===== src/rtl/mecanismo_puertas.sv =====
// Door-actuator model: follows the door controller's commands, moves the door position and reports status/dwell timeout.
// Optional macro MECANISMO_OBSTACULO_EN lets the obstruction sensor reverse closing and restart the open dwell.
module mecanismo_puertas #(
    parameter int unsigned RECORRIDO = 8,
    parameter int unsigned ESPERA    = 16
) (
    input  logic       clk,
    input  logic       rst_n,
    input  logic [1:0] salida_puertas,
    input  logic       sensor,
    output logic [1:0] puertas,
    output logic       timeout,
    output logic [7:0] posicion
);

    localparam int unsigned W = 8;

    localparam logic [1:0] CERRADA  = 2'b00;
    localparam logic [1:0] ABIERTA  = 2'b01;
    localparam logic [1:0] CERRANDO = 2'b10;
    localparam logic [1:0] ABRIENDO = 2'b11;

    localparam logic [W-1:0] POS_MAX   = W'(RECORRIDO);
    localparam logic [W-1:0] DWELL_MAX = W'(ESPERA);

    logic [1:0]   state_q, state_d;
    logic [W-1:0] pos_q, pos_d;
    logic [W-1:0] dwell_q, dwell_d;
    logic         timeout_q, timeout_d;

    logic abrir_c;
    logic cerrar_c;
    logic obst_c;

    assign abrir_c  = (salida_puertas == 2'b01);
    assign cerrar_c = (salida_puertas == 2'b10);

`ifdef MECANISMO_OBSTACULO_EN
    assign obst_c = sensor;
`else
    logic unused_sensor;
    assign unused_sensor = sensor;
    assign obst_c        = 1'b0;
`endif

    // Next state, position and dwell; position stays within 0..RECORRIDO
    always_comb begin
        state_d = state_q;
        pos_d   = pos_q;
        dwell_d = '0;
        case (state_q)
            CERRADA: begin
                pos_d = '0;
                if (abrir_c) state_d = ABRIENDO;
            end
            ABRIENDO: begin
                if (cerrar_c) begin
                    state_d = CERRANDO;
                end else if (pos_q >= POS_MAX) begin
                    state_d = ABIERTA;
                end else begin
                    pos_d = pos_q + W'(1);
                    if (pos_d == POS_MAX) state_d = ABIERTA;
                end
            end
            ABIERTA: begin
                if (cerrar_c) begin
                    state_d = CERRANDO;
                end else if (abrir_c || obst_c) begin
                    dwell_d = '0;
                end else if (dwell_q < DWELL_MAX) begin
                    dwell_d = dwell_q + W'(1);
                end else begin
                    dwell_d = dwell_q;
                end
            end
            CERRANDO: begin
                // Reversal wins over the final step to closed
                if (abrir_c || obst_c) begin
                    state_d = ABRIENDO;
                end else if (pos_q == '0) begin
                    state_d = CERRADA;
                end else begin
                    pos_d = pos_q - W'(1);
                    if (pos_d == '0) state_d = CERRADA;
                end
            end
            default: begin
                state_d = CERRADA;
                pos_d   = '0;
            end
        endcase
        timeout_d = (state_d == ABIERTA) && (dwell_d == DWELL_MAX);
    end

    always_ff @(posedge clk or negedge rst_n) begin
        if (!rst_n) begin
            state_q   <= CERRADA;
            pos_q     <= '0;
            dwell_q   <= '0;
            timeout_q <= 1'b0;
        end else begin
            state_q   <= state_d;
            pos_q     <= pos_d;
            dwell_q   <= dwell_d;
            timeout_q <= timeout_d;
        end
    end

    assign puertas  = state_q;
    assign posicion = pos_q;
    assign timeout  = timeout_q;

endmodule

===== config.mk =====
export PLATFORM = sky130hd
export DESIGN_NAME = mecanismo_puertas
export DESIGN_NICKNAME = d
export VERILOG_FILES = /design/src/rtl/mecanismo_puertas.sv
export SDC_FILE = /design/constraint.sdc
export NUM_CORES = 1
export LEC_CHECK = 0
export CORE_MARGIN = 3
export CORE_UTILIZATION = 45
export DETAILED_ROUTE_END_ITERATION = 10
export PLACE_DENSITY = 0.63
export SLEW_MARGIN = 20
export SYNTH_ARGS = -nofsm -noshare
export SYNTH_HDL_FRONTEND = slang
export SYNTH_SLANG_ARGS = --single-unit

===== constraint.sdc =====
create_clock -name clk -period 2.8 [get_ports clk]
set_input_delay 0.56 -clock clk [delete_from_list [all_inputs] [get_ports clk]]
set_output_delay 0.56 -clock clk [all_outputs]
set_load 0.01 [all_outputs]

Yosys cells after proc, flatten, opt, wreduce, memory -nomap -nowiden. Cells that the tools add are included.

Input port bits: 5. Logic and storage cells: 45. Register bits after elaboration: 19.

$add $sub $neg: 3. Magnitude comparators: 2. Reduce and logical (&&, ||, !) cells: 6. Mux-type cells: 18. Equal/unequal tests: 12.

Operators with widths (count): $mux W8 (8); $pmux W8 S3 (1); $add A8 B1 Y8 const B (2); $logic_not A8 Y1 (2); $mux W2 (8); $eq A8 B4 Y1 const B (1); $eq A8 B5 Y1 const B (1); $ge A8 B4 Y1 const B (1); $lt A8 B5 Y1 const B (1); $ne A2 B2 Y1 const B (4); $pmux W2 S4 (1); $sub A8 B1 Y8 const B (1); $eq A2 B1 Y1 const B (3); $eq A2 B2 Y1 const B (3); $reduce_and A5 Y1 (1); $reduce_bool A3 Y1 (1); $logic_not A2 Y1 (1); $logic_and A1 B1 Y1 (1).

Longest topological paths before layout. Gate-level depths: netlist of run 1.

Word-level depth: 8. Gate-level depth with buffers: 7.

Worst setup path before layout of run 1. No wires, ideal clock.

Path kind: register to register. From: register pos_q[5] (netlist: posicion[5]). To: register pos_q[4] (netlist: posicion[4]). Cell stages (with the launch flop): 7. Library setup time: 0.121 ns. Arrival time: 2.025 ns. Slack: 0.654 ns. Path through: dfrtp_1 > buf_6 > nor4_2 > a31oi_1 > o22ai_1 > mux2_1 > a22o_1.

Word-level cells in the longest chain between the ends: 3. Elaborated cells between the ends (all ways): 5. Those cells by class: 1 x order compare; 2 x eq/ne; 2 x reduce/logical.

Ends and longest elaborated chain: start, declared (RTL line 27) `logic [W-1:0] pos_q, pos_d;`; start signal, assigned (RTL line 104) `pos_q <= pos_d;`; $ge A8 B4 Y1 / $logic_not A8 Y1 (equally long branches) (RTL line 59, 81); $ne A2 B2 Y1 (no source line); $reduce_and A5 Y1 (no source line) *.

Mark *: on every way between the ends. The rest lies on a longest branch, timed or not. A chain may end at the register's enable or synchronous reset.

Final worst setup path of run 1.
From: register pos_q[4] (netlist: posicion[4]). To: register pos_q[4] (netlist: posicion[4]).

Word-level cells in the longest chain between the ends: 4. Elaborated cells between the ends (all ways): 12. Those cells by class: 2 x add/sub; 1 x order compare; 2 x eq/ne; 5 x mux; 2 x reduce/logical.

Ends and longest elaborated chain: $sub A8 B1 Y8 / $add A8 B1 Y8 (equally long branches) (RTL line 84, 62); $mux W8 (on tied branches) (RTL line 81, 59); $mux W8 (on tied branches) (RTL line 79, 57); $pmux W8 S3 (RTL line 51) `case (state_q)`.

Parallel ways exist; a longest one is shown, timed or not. The select of a mux whose other input is x is not followed.

==> flow_summary.html, run 1 <==
<table>
<tr><th>Metric</th><th>Value</th></tr>
<tr><th colspan="2">Final layout</th></tr>
<tr><td>Total area of sequential cells</td><td>475 sq um</td></tr>
<tr><td>Area of the multi-input gates</td><td>772 sq um</td></tr>
<tr><td>Final non-filler cell area</td><td>1480 sq um</td></tr>
<tr><td>Number of inserted filler cells in the final layout</td><td>240</td></tr>
<tr><td>Final nets</td><td>168</td></tr>
<tr><td>Layout cell share with drive strength beyond 1</td><td>7.05%</td></tr>
<tr><td>Antenna cells</td><td>0</td></tr>
<tr><td>Post-layout utilization of the core</td><td>56.7%</td></tr>
<tr><td>Relative area change from synthesis to final layout</td><td>14.3%</td></tr>
<tr><th colspan="2">Global route</th></tr>
<tr><td>Overall fraction of global-route tracks in use</td><td>18.3%</td></tr>
<tr><td>Vias in the first global route</td><td>1072</td></tr>
<tr><td>Gr ovfl total</td><td>0</td></tr>
<tr><td>First-pass GRT wire length</td><td>4.89 mm</td></tr>
<tr><td>Maximum number of pins on one net before global-route repair</td><td>20</td></tr>
<tr><td>Initial antenna violation count</td><td>0</td></tr>
<tr><th colspan="2">Clocking</th></tr>
<tr><td>Count of hold-fix buffers inserted at cts</td><td>0</td></tr>
<tr><td>Cell at the root of the clock tree</td><td>sky130_fd_sc_hd__clkbuf_4</td></tr>
<tr><td>Max clock buf depth</td><td>2</td></tr>
<tr><td>Clk sinks</td><td>19</td></tr>
<tr><td>Clock-pin slew on the worst setup and hold paths</td><td>110 ps</td></tr>
<tr><td>Clock tree from TritonCTS</td><td>built</td></tr>
<tr><td>Level count of the clock H-tree</td><td>1</td></tr>
<tr><td>Number of gates given a new drive strength after cts</td><td>0</td></tr>
<tr><td>Number of buffers inserted during clock tree synthesis</td><td>3</td></tr>
<tr><td>Insertion delay to the later sink of the worst-skew pair</td><td>300 ps</td></tr>
<tr><td>Setup bufs post-CTS</td><td>0</td></tr>
<tr><th colspan="2">Synthesis</th></tr>
<tr><td>Top post-synthesis cells by area</td><td>sky130_fd_sc_hd__dfrtp_1 37%, sky130_fd_sc_hd__ha_1 5.8%, sky130_fd_sc_hd__nand2_1 4.3%</td></tr>
<tr><td>Largest family of logic cells by synthesized area</td><td>simple AND/OR/NAND/NOR gates</td></tr>
<tr><td>#FFs+latches synth</td><td>19</td></tr>
<tr><td>Synth Area per Inst</td><td>9.13 sq um</td></tr>
<tr><td>Top FF cell, synth</td><td>sky130_fd_sc_hd__dfrtp_1</td></tr>
<tr><td>Compound-Gate Fraction of Synth Area</td><td>15.1%</td></tr>
<tr><td>Share of Yosys cell area claimed by the top area cell type</td><td>36.7%</td></tr>
<tr><td>Post-Synth Adder-Cell Area</td><td>5.79%</td></tr>
<tr><td>Ys async rst share</td><td>100%</td></tr>
<tr><td>Post-synth top cells</td><td>19 x sky130_fd_sc_hd__dfrtp_1, 15 x sky130_fd_sc_hd__nand2_1, 12 x sky130_fd_sc_hd__nor2_1</td></tr>
<tr><td>Fraction of synthesized area in multiplexers</td><td>4.73%</td></tr>
<tr><td>Post-Synth Simple-Gate Area</td><td>29.9%</td></tr>
<tr><td>Synthesized instance count</td><td>142</td></tr>
<tr><td>Most frequent cell after synthesis</td><td>sky130_fd_sc_hd__dfrtp_1</td></tr>
<tr><td>Sequential element share of the synthesized area</td><td>36.7%</td></tr>
<tr><td>Post-synthesis cell type with the largest combined area</td><td>sky130_fd_sc_hd__dfrtp_1</td></tr>
<tr><td>Post-synthesis cell area</td><td>1300 sq um</td></tr>
<tr><td>Synthesized net count</td><td>153</td></tr>
<tr><td>Count of cell types in the netlist</td><td>44</td></tr>
<tr><td>Xor/xnor cell area share of the yosys netlist</td><td>4.05%</td></tr>
<tr><td>Number of enable-type register cells in the synthesized netlist</td><td>0</td></tr>
<tr><td>Yosys warns</td><td>0</td></tr>
<tr><th colspan="2">Floorplan</th></tr>
<tr><td>DIE AREA</td><td>3560 sq um</td></tr>
<tr><td>Die boundary height</td><td>59.7 um</td></tr>
<tr><td>Site Rows</td><td>18</td></tr>
<tr><td>I/O pin total</td><td>16</td></tr>
<tr><td>Core Region</td><td>2610 sq um</td></tr>
<tr><td>Die width</td><td>59.7 um</td></tr>
<tr><td>Initial cell density of the core</td><td>49.6%</td></tr>
<tr><th colspan="2">STA</th></tr>
<tr><td>Hold violation count in the final report</td><td>0</td></tr>
<tr><td>Achievable Freq</td><td>424 MHz</td></tr>
<tr><td>Max-slew headroom at the worst pin</td><td>42.9%</td></tr>
<tr><td>Final Max Tran Viols</td><td>0</td></tr>
<tr><td>Ratio of final minimum period to clock period</td><td>84.3%</td></tr>
<tr><td>Setup repair after global routing missed its margin</td><td>false</td></tr>
<tr><td>Period minus WS final</td><td>2360 ps</td></tr>
<tr><td>Worst Max-Slew Pin Slew</td><td>854 ps</td></tr>
<tr><td>Count of endpoints failing setup in the final report</td><td>0</td></tr>
<tr><td>Setup TNS</td><td>0 ps</td></tr>
<tr><td>Max Clock Skew</td><td>1.03 ps</td></tr>
<tr><th colspan="2">Setup path</th></tr>
<tr><td>Data required time at the worst endpoint</td><td>3000 ps</td></tr>
<tr><td>Critical Path Source Type</td><td>register</td></tr>
<tr><td>Crit path cell chain</td><td>nor4_2, a31oi_1, o22ai_1, mux2_1, a22o_1</td></tr>
<tr><td>CP Class</td><td>reg2reg</td></tr>
<tr><td>Critical Path Fanout Max</td><td>12</td></tr>
<tr><td>Critical path data arrival time</td><td>2560 ps</td></tr>
<tr><td>Sort of element at the end of the critical path</td><td>register</td></tr>
<tr><td>Delay of the slowest cell on the worst path</td><td>640 ps</td></tr>
<tr><td>Slowest cell on crit path</td><td>sky130_fd_sc_hd__nor4_2</td></tr>
<tr><th colspan="2">Power and ir drop</th></tr>
<tr><td>Leakage component of the power</td><td>0.627 nW</td></tr>
<tr><td>Power density cells</td><td>999 nW/um^2</td></tr>
<tr><td>Maximum vdd ir drop</td><td>0.000628 V</td></tr>
<tr><th colspan="2">Routing</th></tr>
<tr><td>Detailed-router iteration count before antenna repair</td><td>4</td></tr>
<tr><td>First-iteration detailed-routing DRC count</td><td>41</td></tr>
<tr><td>Vias after detailed routing</td><td>1144</td></tr>
<tr><td>Antenna viol nets, final</td><td>0</td></tr>
<tr><td>Average vias per placed instance</td><td>6.15</td></tr>
<tr><td>Wire length per cell</td><td>15.2 um</td></tr>
<tr><td>Post-detailed-route DRC marker count</td><td>0</td></tr>
<tr><td>Routed WL</td><td>2.83 mm</td></tr>
<tr><th colspan="2">Placed design</th></tr>
<tr><td>Gpl congestion</td><td>0.856</td></tr>
<tr><td>Placed instance area</td><td>1460 sq um</td></tr>
<tr><td>Count of input and output buffers</td><td>14</td></tr>
<tr><td>DP Wirelength</td><td>2.10 mm</td></tr>
<tr><th colspan="2">Hold path</th></tr>
<tr><td>Kind of path behind the tightest hold check</td><td>reg2reg</td></tr>
<tr><th colspan="2">Job</th></tr>
<tr><td>Max-cap violation count</td><td>0</td></tr>
<tr><th colspan="2">Status</th></tr>
<tr><td>Outcome</td><td>complete, no violations</td></tr>
</table>
==> layout by cell type (no fill, tap or decap), types with 4 or more instances in the layout <==
cell type and instances:
sky130_fd_sc_hd__and2_1 4, sky130_fd_sc_hd__clkdlybuf4s50_1 14, sky130_fd_sc_hd__dfrtp_1 19, sky130_fd_sc_hd__ha_1 6, sky130_fd_sc_hd__mux2i_1 5, sky130_fd_sc_hd__nand2_1 15
sky130_fd_sc_hd__nand2b_1 4, sky130_fd_sc_hd__nand3_1 8, sky130_fd_sc_hd__nand4_1 4, sky130_fd_sc_hd__nor2_1 12, sky130_fd_sc_hd__nor3_1 4, sky130_fd_sc_hd__nor4b_1 4
sky130_fd_sc_hd__o21ai_0 4
==> flip-flops by register name, indices dropped and copies added, names as in the netlist <==
register  flops
posicion      8
timeout       1
dwell_q       8
puertas       2
==> through the flow <==
stage	hold WS, ps	cells	power (W)	worst slack [ps]
finish	530	186	0.00148	440
floorplan	264	142	0.00107	654
detailed placement	503	182	0.00133	380
global route	555	186	0.00161	295
global placement	495	182	0.00132	395
CTS	537	186	0.00149	464
==> where the power goes <==
group	leakage [nW]	internal, W	switching [W]
logic	0.357	0.000407	0.000445
clock network	0.0150	0.0000556	0.0000857
registers	0.255	0.000337	0.000149
==> critical path: cells and delay by family, from the launching register on <==
| kind | cells | cell delay (ps) |
|---|---|---|
| flops | 1 | 540 |
| simple gates | 1 | 640 |
| mux | 1 | 340 |
| compound gates | 3 | 750 |
==> per-layer routing <==
metal / GRT usage, % / up-vias / wire [um]
li1: - / 554 / -
met1: 26.3 / 547 / 1380
met2: 26.7 / 36 / 1220
met3: 4.54 / 7 / 180
met4: 6.01 / 0 / 47
met5: 0 / - / 0
==> area by class of cell <==
cell class                 instances  area share (%)
tap                               30            2.53
clock buffer                       4            1.77
inverter                           2           0.507
sequential                        19            32.1
timing repair buffer              17            11.0
multi-input combinational        114            52.1
==> path summary, 6_finish.rpt <==
path / startpoint / to / slack, ps / cells past startpoint
worst max register to register: posicion[4] / posicion[4] / 440 / 5
worst max-delay path: posicion[4] / posicion[4] / 440 / 5
max in group asynchronous: rst_n / posicion[0] / 1540 / 1
min in group asynchronous: rst_n / dwell_q[0] / 740 / 1
worst min register to register: dwell_q[7] / dwell_q[7] / 530 / 1
worst min-delay path: dwell_q[7] / dwell_q[7] / 530 / 1
==> logic make-up after synthesis <==
group | after synthesis
buffers and inverters | 9
xor gates and xnor gates | 6
adders and majority gates | 6
muxes | 6
DFF | 19
and+or+nand+nor | 70
AOI/OAI and AO/OA | 26
(Power assumes the default switching activity.)
==> run 2: changes to the inputs <==
Clock period 2.8 ns to 2.3 ns, I/O delays scaled along.
==> run 2 against run 1 <==
Count of clock-buffer cells in the layout unchanged. Combinational power is 49% higher. Global-route usage grew 0.69 points. Critical path depth decreased by 4. First-iteration DRC count up 34%. Hold slack worse by 54 ps. Register-to-register slack got worse by 210 ps. Sequential share of layout area decreased by 2.3 points. Sequential power increased by 6.4%. Setup slack got worse by 240 ps. Utilization grew 4.3 points. Critical path type is now reg2out.
==> flow_summary.html, run 2 (same netlist as run 1, synthesis figures left out) <==
<table>
<tr><th>Metric</th><th>Value</th></tr>
<tr><th colspan="2">Routing</th></tr>
<tr><td>First-iteration detailed-routing DRC count</td><td>55 (+34%)</td></tr>
<tr><td>Wire length per cell</td><td>14.6 um (-4.2%)</td></tr>
<tr><td>Average vias per placed instance</td><td>6.07 (-1.3%)</td></tr>
<tr><td>Antenna viol nets, final</td><td>0 (unchanged)</td></tr>
<tr><td>Detailed-router iteration count before antenna repair</td><td>4 (unchanged)</td></tr>
<tr><td>Vias after detailed routing</td><td>1220 (+6.6%)</td></tr>
<tr><td>Post-detailed-route DRC marker count</td><td>0 (unchanged)</td></tr>
<tr><td>Routed WL</td><td>2.93 mm (+3.6%)</td></tr>
<tr><th colspan="2">STA</th></tr>
<tr><td>Setup TNS</td><td>0 ps (unchanged)</td></tr>
<tr><td>Worst Max-Slew Pin Slew</td><td>543 ps (-312 ps)</td></tr>
<tr><td>Count of endpoints failing setup in the final report</td><td>0 (unchanged)</td></tr>
<tr><td>Period minus WS final</td><td>2100 ps</td></tr>
<tr><td>Final Worst Setup Slack</td><td>198 ps (-242 ps)</td></tr>
<tr><td>Hold violation count in the final report</td><td>0 (unchanged)</td></tr>
<tr><td>Max-slew headroom at the worst pin</td><td>63.8% (+21 points)</td></tr>
<tr><td>Achievable Freq</td><td>476 MHz</td></tr>
<tr><td>Ratio of final minimum period to clock period</td><td>91.4%</td></tr>
<tr><td>Final Max Tran Viols</td><td>0 (unchanged)</td></tr>
<tr><td>Setup repair after global routing missed its margin</td><td>false</td></tr>
<tr><td>Max Clock Skew</td><td>3.55 ps (+2.52 ps)</td></tr>
<tr><th colspan="2">Floorplan</th></tr>
<tr><td>Die boundary height</td><td>59.7 um (unchanged)</td></tr>
<tr><td>I/O pin total</td><td>16 (unchanged)</td></tr>
<tr><td>DIE AREA</td><td>3560 sq um (unchanged)</td></tr>
<tr><td>Die width</td><td>59.7 um (unchanged)</td></tr>
<tr><td>Core Region</td><td>2610 sq um (unchanged)</td></tr>
<tr><td>Site Rows</td><td>18 (unchanged)</td></tr>
<tr><td>Initial cell density of the core</td><td>49.6% (unchanged)</td></tr>
<tr><th colspan="2">Final layout</th></tr>
<tr><td>Final nets</td><td>183 (+8.9%)</td></tr>
<tr><td>Layout cell share with drive strength beyond 1</td><td>15.2% (+8.2 points)</td></tr>
<tr><td>Number of inserted filler cells in the final layout</td><td>218 (-9.2%)</td></tr>
<tr><td>Antenna cells</td><td>0 (unchanged)</td></tr>
<tr><td>Commonest cells after routing, fill and taps aside</td><td>19 x sky130_fd_sc_hd__dfrtp_1, 18 x sky130_fd_sc_hd__buf_4, 15 x sky130_fd_sc_hd__nand2_1</td></tr>
<tr><td>Area of the multi-input gates</td><td>772 sq um (unchanged)</td></tr>
<tr><td>Relative area change from synthesis to final layout</td><td>23.0%</td></tr>
<tr><td>Leading cell type in the layout, fill and taps excluded</td><td>sky130_fd_sc_hd__dfrtp_1</td></tr>
<tr><td>Post-layout utilization of the core</td><td>61.0% (+4.3 points)</td></tr>
<tr><td>Total area of sequential cells</td><td>475 sq um (unchanged)</td></tr>
<tr><th colspan="2">Setup path</th></tr>
<tr><td>Sort of element at the end of the critical path</td><td>output port</td></tr>
<tr><td>Worst R2R End</td><td>posicion[2]</td></tr>
<tr><td>Setup slack, reg-to-reg</td><td>230 ps (-210 ps)</td></tr>
<tr><td>Critical path data arrival time</td><td>1640 ps (-920 ps)</td></tr>
<tr><td>Critical Path Source Type</td><td>register</td></tr>
<tr><td>Kind of cell with the highest combined delay on the critical path</td><td>flip-flops</td></tr>
<tr><td>Data required time at the worst endpoint</td><td>1840 ps (-1160 ps)</td></tr>
<tr><td>Worst flop-to-flop path startpoint</td><td>posicion[5]</td></tr>
<tr><td>Critical Path Fanout Max</td><td>14 (+2)</td></tr>
<tr><td>CP Class</td><td>reg2out</td></tr>
<tr><td>Register-to-Register Path Depth</td><td>5 (unchanged)</td></tr>
<tr><td>Slowest cell on crit path</td><td>sky130_fd_sc_hd__dfrtp_1</td></tr>
<tr><td>Delay of the slowest cell on the worst path</td><td>700 ps (+60 ps)</td></tr>
<tr><td>Crit path cell chain</td><td>clkdlybuf4s50_1</td></tr>
<tr><td>CP bufs+invs</td><td>1 (+1)</td></tr>
<tr><th colspan="2">Global route</th></tr>
<tr><td>Overall fraction of global-route tracks in use</td><td>19.0% (+0.69 points)</td></tr>
<tr><td>Vias in the first global route</td><td>1083 (+1.0%)</td></tr>
<tr><td>Maximum number of pins on one net before global-route repair</td><td>20 (unchanged)</td></tr>
<tr><td>First-pass GRT wire length</td><td>5.13 mm (+4.8%)</td></tr>
<tr><td>Initial antenna violation count</td><td>0 (unchanged)</td></tr>
<tr><td>Gr ovfl total</td><td>0 (unchanged)</td></tr>
<tr><th colspan="2">Placed design</th></tr>
<tr><td>DP Wirelength</td><td>2.24 mm (+6.6%)</td></tr>
<tr><td>Count of input and output buffers</td><td>14 (unchanged)</td></tr>
<tr><td>Pre-CTS setup slack</td><td>88.4 ps (-291 ps)</td></tr>
<tr><td>Gpl congestion</td><td>0.909 (+6.2%)</td></tr>
<tr><th colspan="2">Clocking</th></tr>
<tr><td>Count of hold-fix buffers inserted at cts</td><td>0 (unchanged)</td></tr>
<tr><td>Clock tree from TritonCTS</td><td>built</td></tr>
<tr><td>Number of buffers inserted during clock tree synthesis</td><td>3 (unchanged)</td></tr>
<tr><td>Max clock buf depth</td><td>2 (unchanged)</td></tr>
<tr><td>Insertion delay to the later sink of the worst-skew pair</td><td>300 ps (about the same)</td></tr>
<tr><td>Level count of the clock H-tree</td><td>1 (unchanged)</td></tr>
<tr><td>Cell at the root of the clock tree</td><td>sky130_fd_sc_hd__clkbuf_4</td></tr>
<tr><td>Setup bufs post-CTS</td><td>0 (unchanged)</td></tr>
<tr><td>Number of gates given a new drive strength after cts</td><td>0 (unchanged)</td></tr>
<tr><td>Clk sinks</td><td>19 (unchanged)</td></tr>
<tr><td>Clock-pin slew on the worst setup and hold paths</td><td>110 ps (about the same)</td></tr>
<tr><th colspan="2">Power and ir drop</th></tr>
<tr><td>Net switching share of the total power</td><td>43.9% (-2.1 points)</td></tr>
<tr><td>Switching power</td><td>0.000859 W (+26%)</td></tr>
<tr><td>Leakage component of the power</td><td>0.701 nW (+12%)</td></tr>
<tr><td>Part of the power in registers</td><td>26.4% (-6.5 points)</td></tr>
<tr><td>Internal Power</td><td>0.00110 W (+37%)</td></tr>
<tr><td>Power density cells</td><td>1230 nW/um^2 (+23%)</td></tr>
<tr><td>Part of the total power dissipated in combinational logic</td><td>64.7% (+7.1 points)</td></tr>
<tr><td>Maximum vdd ir drop</td><td>0.000860 V (+37%)</td></tr>
<tr><td>Clk pwr share</td><td>8.9% (-0.7 points)</td></tr>
<tr><th colspan="2">Hold path</th></tr>
<tr><td>Kind of path behind the tightest hold check</td><td>in2async</td></tr>
<tr><th colspan="2">Status</th></tr>
<tr><td>Outcome</td><td>complete, no violations</td></tr>
<tr><th colspan="2">Job</th></tr>
<tr><td>Max-cap violation count</td><td>0 (unchanged)</td></tr>
</table>
==> run 2: cell count changes in the layout (fill, tap and decap cells not counted) <==
cell                    previous run  this run
sky130_fd_sc_hd__buf_4             3        18
==> run 2: metrics by stage <==
step / cell area, sq um / hold WS, ps / instances / power [W]
4_1_cts: 1590 / 482 / 201 / 0.00196
2_1_floorplan: 1300 / 164 / 142 / 0.00130
3_3_place_gp: 1570 / 496 / 197 / 0.00176
5_1_grt: 1590 / 483 / 201 / 0.00214
3_5_place_dp: 1570 / 502 / 197 / 0.00178
6_report: 1590 / 476 / 201 / 0.00196
==> run 2: worst reg2reg max path: cells and delay by family (launching register included) <==
| family | cells | cell delay [ps] |
|---|---|---|
| DFF | 1 | 460 |
| AOI/OAI and AO/OA | 2 | 420 |
| and+or+nand+nor | 3 | 1140 |
==> run 2: how the worst max path moves through the flow <==
stage                  end  depth (start not counted)  slack, ps              start
3_3_place_gp   posicion[2]                          7        100  salida_puertas[0]
3_5_place_dp   posicion[2]                          7         90  salida_puertas[0]
5_1_grt         puertas[0]                          1        120         puertas[0]
6_report        puertas[0]                          1        200         puertas[0]
4_1_cts         puertas[0]                          1        210         puertas[0]
2_1_floorplan  posicion[4]                          6        150        posicion[5]
==> run 2: per-layer routing <==
layer	share of wire, %	global-route usage [%]	vias to the layer above
li1	-	-	586
met1	51	30.2	583
met2	42	26.1	47
met3	6.6	3.89	4
met4	0.92	3.80	0
met5	0	0	-
==> run 2: power by group through the flow <==
stage	Sequential [W]	Clock (W)	Combinational, W
floorplan	0.000539	0	0.000766
detailed placement	0.000524	0	0.00126
finish	0.000517	0.000175	0.00127
global placement	0.000522	0	0.00124
CTS	0.000517	0.000179	0.00126
global route	0.000533	0.000196	0.00141
==> run 2: cell type report <==
cell class	count	share of cell area, %
inverter	2	0.471
sequential	19	29.8
clock buffer	4	1.65
timing repair buffer	32	17.3
multi-input combinational	114	48.4
tap	30	2.35
